--- src/rtl/ram_arbiter.sv ---
// Dual-core RAM arbiter: shares one single-port RAM between two cores, each
// with an instruction port and a data port. Round-robin between cores, data
// write > data read > instruction read inside a core. A grant is held until
// the RAM answers ACCESS or ERROR, or until the granted request line drops.
module ram_arbiter #(
    parameter int CPUS   = 2,   // only 2 is supported
    parameter int WORD_W = 32
) (
    input  logic                   CLK,
    input  logic                   nRST,
    input  logic [CPUS-1:0]        iREN,
    input  logic [CPUS-1:0]        dREN,
    input  logic [CPUS-1:0]        dWEN,
    input  logic [CPUS*WORD_W-1:0] iaddr,
    input  logic [CPUS*WORD_W-1:0] daddr,
    input  logic [CPUS*WORD_W-1:0] dstore,
    output logic [CPUS-1:0]        iwait,
    output logic [CPUS-1:0]        dwait,
    output logic [CPUS*WORD_W-1:0] iload,
    output logic [CPUS*WORD_W-1:0] dload,
    input  logic [1:0]             ramstate,
    input  logic [WORD_W-1:0]      ramload,
    output logic [WORD_W-1:0]      ramaddr,
    output logic [WORD_W-1:0]      ramstore,
    output logic                   ramREN,
    output logic                   ramWEN
);

    // RAM status encoding (FREE=0, BUSY=1, ACCESS=2, ERROR=3)
    localparam logic [1:0] RAM_ACCESS = 2'd2;
    localparam logic [1:0] RAM_ERROR  = 2'd3;

    typedef enum logic { IDLE, GRANT } state_t;
    typedef enum logic [1:0] { IW = 2'd0, DR = 2'd1, IR = 2'd2 } gtype_t;

    state_t      r_state, w_state_nxt;
    logic        r_gcpu,  w_gcpu_nxt;
    gtype_t      r_gtype, w_gtype_nxt;
    logic        r_last,  w_last_nxt;

    logic [CPUS-1:0]   w_pend;
    logic              w_sel;
    gtype_t            w_sel_type;
    logic              w_line;

    logic [WORD_W-1:0] w_iaddr  [CPUS];
    logic [WORD_W-1:0] w_daddr  [CPUS];
    logic [WORD_W-1:0] w_dstore [CPUS];
    logic [WORD_W-1:0] w_iload  [CPUS];
    logic [WORD_W-1:0] w_dload  [CPUS];

    // Unpack the per-core buses into arrays and pack the load arrays back out
    for (genvar g = 0; g < CPUS; g++) begin : g_core
        assign w_iaddr[g]                  = iaddr[g*WORD_W +: WORD_W];
        assign w_daddr[g]                  = daddr[g*WORD_W +: WORD_W];
        assign w_dstore[g]                 = dstore[g*WORD_W +: WORD_W];
        assign iload[g*WORD_W +: WORD_W]   = w_iload[g];
        assign dload[g*WORD_W +: WORD_W]   = w_dload[g];
    end

    assign w_pend = iREN | dREN | dWEN;

    // Pick the core to grant (the one not served last on a tie) and its request type
    always_comb begin
        w_sel = w_pend[1];
        if (&w_pend) begin
            w_sel = ~r_last;
        end
        w_sel_type = IR;
        if (dWEN[w_sel]) begin
            w_sel_type = IW;
        end else if (dREN[w_sel]) begin
            w_sel_type = DR;
        end
    end

    // Live level of the request line that owns the current grant
    always_comb begin
        case (r_gtype)
            IW:      w_line = dWEN[r_gcpu];
            DR:      w_line = dREN[r_gcpu];
            default: w_line = iREN[r_gcpu];
        endcase
    end

    // Next-state logic: a grant ends on completion, RAM error or a dropped request
    always_comb begin
        w_state_nxt = r_state;
        w_gcpu_nxt  = r_gcpu;
        w_gtype_nxt = r_gtype;
        w_last_nxt  = r_last;
        if (r_state == IDLE) begin
            if (|w_pend) begin
                w_state_nxt = GRANT;
                w_gcpu_nxt  = w_sel;
                w_gtype_nxt = w_sel_type;
            end
        end else begin
            if (!w_line) begin
                w_state_nxt = IDLE;
            end else if (ramstate == RAM_ACCESS) begin
                w_state_nxt = IDLE;
                w_last_nxt  = r_gcpu;
            end else if (ramstate == RAM_ERROR) begin
                w_state_nxt = IDLE;
            end
        end
    end

    // RAM drive and core handshake; only the completing request sees its wait drop
    always_comb begin
        iwait    = '1;
        dwait    = '1;
        ramREN   = 1'b0;
        ramWEN   = 1'b0;
        ramaddr  = '0;
        ramstore = '0;
        for (int c = 0; c < CPUS; c++) begin
            w_iload[c] = '0;
            w_dload[c] = '0;
        end
        if (r_state == GRANT) begin
            case (r_gtype)
                IW: begin
                    ramWEN   = 1'b1;
                    ramaddr  = w_daddr[r_gcpu];
                    ramstore = w_dstore[r_gcpu];
                end
                DR: begin
                    ramREN  = 1'b1;
                    ramaddr = w_daddr[r_gcpu];
                end
                default: begin
                    ramREN  = 1'b1;
                    ramaddr = w_iaddr[r_gcpu];
                end
            endcase
            if (ramstate == RAM_ACCESS && w_line) begin
                case (r_gtype)
                    IW: begin
                        dwait[r_gcpu] = 1'b0;
                    end
                    DR: begin
                        dwait[r_gcpu]   = 1'b0;
                        w_dload[r_gcpu] = ramload;
                    end
                    default: begin
                        iwait[r_gcpu]   = 1'b0;
                        w_iload[r_gcpu] = ramload;
                    end
                endcase
            end
        end
    end

    // State registers; last resets to 1 so core 0 wins the first tie
    always_ff @(posedge CLK or negedge nRST) begin
        if (!nRST) begin
            r_state <= IDLE;
            r_gcpu  <= 1'b0;
            r_gtype <= IR;
            r_last  <= 1'b1;
        end else begin
            r_state <= w_state_nxt;
            r_gcpu  <= w_gcpu_nxt;
            r_gtype <= w_gtype_nxt;
            r_last  <= w_last_nxt;
        end
    end

endmodule

--- config.mk ---
export PLATFORM = sky130hd
export DESIGN_NAME = ram_arbiter
export DESIGN_NICKNAME = d
export VERILOG_FILES = /design/src/rtl/ram_arbiter.sv
export SDC_FILE = /design/constraint.sdc
export NUM_CORES = 1
export LEC_CHECK = 0
export ABC_AREA = 1
export BUFFER_PORTS_ARGS = -buffer_cell sky130_fd_sc_hd__buf_2
export CAP_MARGIN = 20
export CORE_AREA = 2 2 168 170
export CTS_BUF_LIST = sky130_fd_sc_hd__clkbuf_4 sky130_fd_sc_hd__clkbuf_8 sky130_fd_sc_hd__clkbuf_16
export CTS_CLUSTER_DIAMETER = 40
export DETAILED_ROUTE_END_ITERATION = 7
export DIE_AREA = 0 0 170 172
export PLACE_DENSITY_LB_ADDON = 0.15
export SLEW_MARGIN = 25
export SYNTH_ARGS = -nofsm -noshare
export SYNTH_HDL_FRONTEND = slang
export SYNTH_SLANG_ARGS = --single-unit
--- constraint.sdc ---
create_clock -name CLK -period 3.1 [get_ports CLK]
set_input_delay 0.62 -clock CLK [delete_from_list [all_inputs] [get_ports CLK]]
set_output_delay 0.62 -clock CLK [all_outputs]
set_load 0.1 [all_outputs]
==> impl_metrics.csv <==
group,metric,value,unit
finish,drive_gt1_frac,0.6323,
floorplan,rows,61,
timing,clock.fmax,335.8,MHz
yosys,ys_types,21,
cts,cts.sinks,5,
drt,viasPerCell,4.293,
drt,antenna_left,0,
placed_design,dp_hpwl,19940,um
drt,drt-total-wl,24180,um
yosys,synth_fp_nets,857,
timing,worst_pin_slew,0.5922,ns
yosys,synth_top_cell_by_area,"nand2_1",
yosys,synth_top_area_frac,0.2448,
cts,clkTransAtPathRegs,0.03,ns
placed_design,portBuffers,431,
placed_design,gp_congestion,0.7516,
timing,period_share,0.9605,
power_and_ir_drop,p_leak,0.003523,uW
finish,layout_commonest_cell,"buf_2",
status,status,"completed",
cts,tritoncts,"yes",
worst_setup_path,required,2.48,ns
worst_setup_path,critPathArrivalTime,2.36,ns
yosys,avgSynthCellArea,4.774,um^2
worst_setup_path,max_stage_delay,0.62,ns
finish,final_cell_mix,"buf_2 (291), nand2_1 (193), buf_12 (145), nand3_1 (102), nor2_2 (89)",
worst_setup_path,cp_max_fo,13,
yosys,synth-seq-cells,5,
drt,post_drt_wl_per_cell,17.74,um
drt,drt_iter0_markers,283,
cts,clk_latency,0.23,ns
power_and_ir_drop,ir_drop,0.6441,mV
worst_setup_path,worstSetupPathType,"register to output port",
finish,syn_to_final_growth,183.9,%
floorplan,core_area,27480,um^2
drt,vias,5851,
worst_setup_path,r2r-start,"r_gtype[1]",
finish,nets,1252,
floorplan,design.die.area,29240,um^2
grt,antenna_found_initial,0,
grt,grtUsageTotal,0.1523,
grt,grt_pass1_wl,34360,um
floorplan,ioPinCount,432,
cts,clockBufferDepth,2,
floorplan,die_w,170,um
run,cap_violations,0,
worst_setup_path,reg2reg_slack,1.21,ns
placed_design,dp_cells,1359,
grt,grt_pass1_vias,5603,
worst_setup_path,slowest_stage,"dfstp_2",
timing,slew_viol_final,0,
drt,drt-pass1-iter-count,6,
timing,setup_viol,0,
worst_setup_path,worst_setup_path_end_kind,"output port",
timing,hold_violations,0,
yosys,synth_cells,623,
finish,fin_util,0.3073,
worst_setup_path,reg2reg_depth,5,
timing,rsz0062_at_grt,"false",
grt,grt_max_degree,87,
floorplan,start_util,0.1082,
cts,cts_root_buf,"clkbuf_16",
worst_setup_path,crit_chain,"nor2_1 > nand3_1 > nand3_4 > nor2_8 > nand3_4 > buf_12 > nor2_1 > buf_12",
hold_path,holdCritPathClass,"primary input to async pin",
yosys,ys_warn_count,0,
cts,cts_buffers,3,
floorplan,die_y,172,um
finish,diodes,0,
yosys,netlist_area,2974,um^2
grt,overflow,0,
cts,h-tree-depth,1,
timing,relSlewSlack,0.6010,
drt,route.detailed.drc,0,
cts,hold_buffers,0,
power_and_ir_drop,power_density,881.2,nW/um^2
timing,fin_tns_setup,0,ns
timing,final.min_clock_period,2.978,ns
timing,fin_skew,0.002148,ns
yosys,yosys-top-cells-area,"nand2_1 (24%), nand3_1 (17%), nor2_1 (13%), a41oi_1 (9.4%), nor4_1 (6.7%)",
worst_setup_path,start_kind,"register",
worst_setup_path,worstReg2RegEnd,"r_state",
finish,final_cells,1363,
yosys,yosysSeqAreaShare,0.04291,
cells in the mapped netlist:
master / instances
nand2_1: 194
nor2_1: 105
nand3_1: 102
inv_1: 43
clkbuf_1: 36
a21oi_1: 33
a41oi_1: 32
nor4_1: 32
buf_2: 17
buf_4: 7
buf_1: 4
dfrtp_1: 3
nand3_4: 3
o21ai_0: 3
dfstp_2: 2
inv_2: 2
clkinv_1: 1
nand2_2: 1
nand3b_1: 1
nor2_2: 1
nor2_8: 1
how the worst max path moves through the flow:
stage	start	end	slack [ns]	cells after the start
global route	r_gtype[1]	dload[32]	0.001	8
global placement	iREN[1]	dload[46]	0.35	11
detailed placement	iREN[1]	dload[32]	0.33	11
floorplan	ramstate[1]	iload[10]	-0.51	5
CTS	r_gtype[1]	dload[32]	0.1	8
finish	r_gtype[1]	dload[32]	0.12	8
routing by layer:
metal  vias up  wire, um  global-route usage
met1      2669      9933              0.1913
met2       301     12350              0.2809
met3        10      1674             0.02152
met5         -         0                   0
met4         0       219             0.02304
li1       2871         -                   -
worst max-delay path: cells and delay by family (launching register included):
kind                   cells  cell delay (ns)
buffers and inverters      2             0.46
DFF                        1             0.62
and+or+nand+nor            6             1.03
per-stage QoR:
step	instance area [um^2]	power, uW	hold WS [ns]	setup slack (ns)
final	8444	7441	0.2064	0.1223
after global routing	8444	7793	0.2123	0.0009932
after CTS	8441	7544	0.2134	0.09720
after detailed placement	8358	7306	0.4527	0.3287
after global placement	8358	7325	0.4472	0.3509
after floorplan	3710	5566	0.3244	-0.5091
cell type report:
cell class | count | area (um^2)
Multi-Input combinational cell | 508 | 3124
Timing Repair Buffer | 454 | 4498
Sequential cell | 5 | 128.9
Inverter | 46 | 177.7
Fill cell | 2990 | 19030
Tap cell | 346 | 432.9
Clock buffer | 4 | 82.58
kinds of logic after synthesis:
kind of cell	share of synthesized area
compound gates	0.1548
buf+inv	0.1548
flops	0.04291
simple gates	0.6475
state kept, by name (all words and copies together), names as in the netlist:
| register | count |
|---|---|
| r_gcpu | 1 |
| r_gtype | 2 |
| r_last | 1 |
| r_state | 1 |
power breakdown:
group | internal (uW) | total (uW) | switching, uW
logic | 1390 | 7020 | 5630
registers | 104 | 195 | 91.4
clock network | 179 | 221 | 42.3
total | 1670 | 7440 | 5770
repair_timing:
item | in CTS | in global routing
setup endpoints to repair | 0 | 1
gates resized for setup | 0 | 1
setup buffers | 0 | 0
Note: power is estimated with default switching activity, not from simulation.
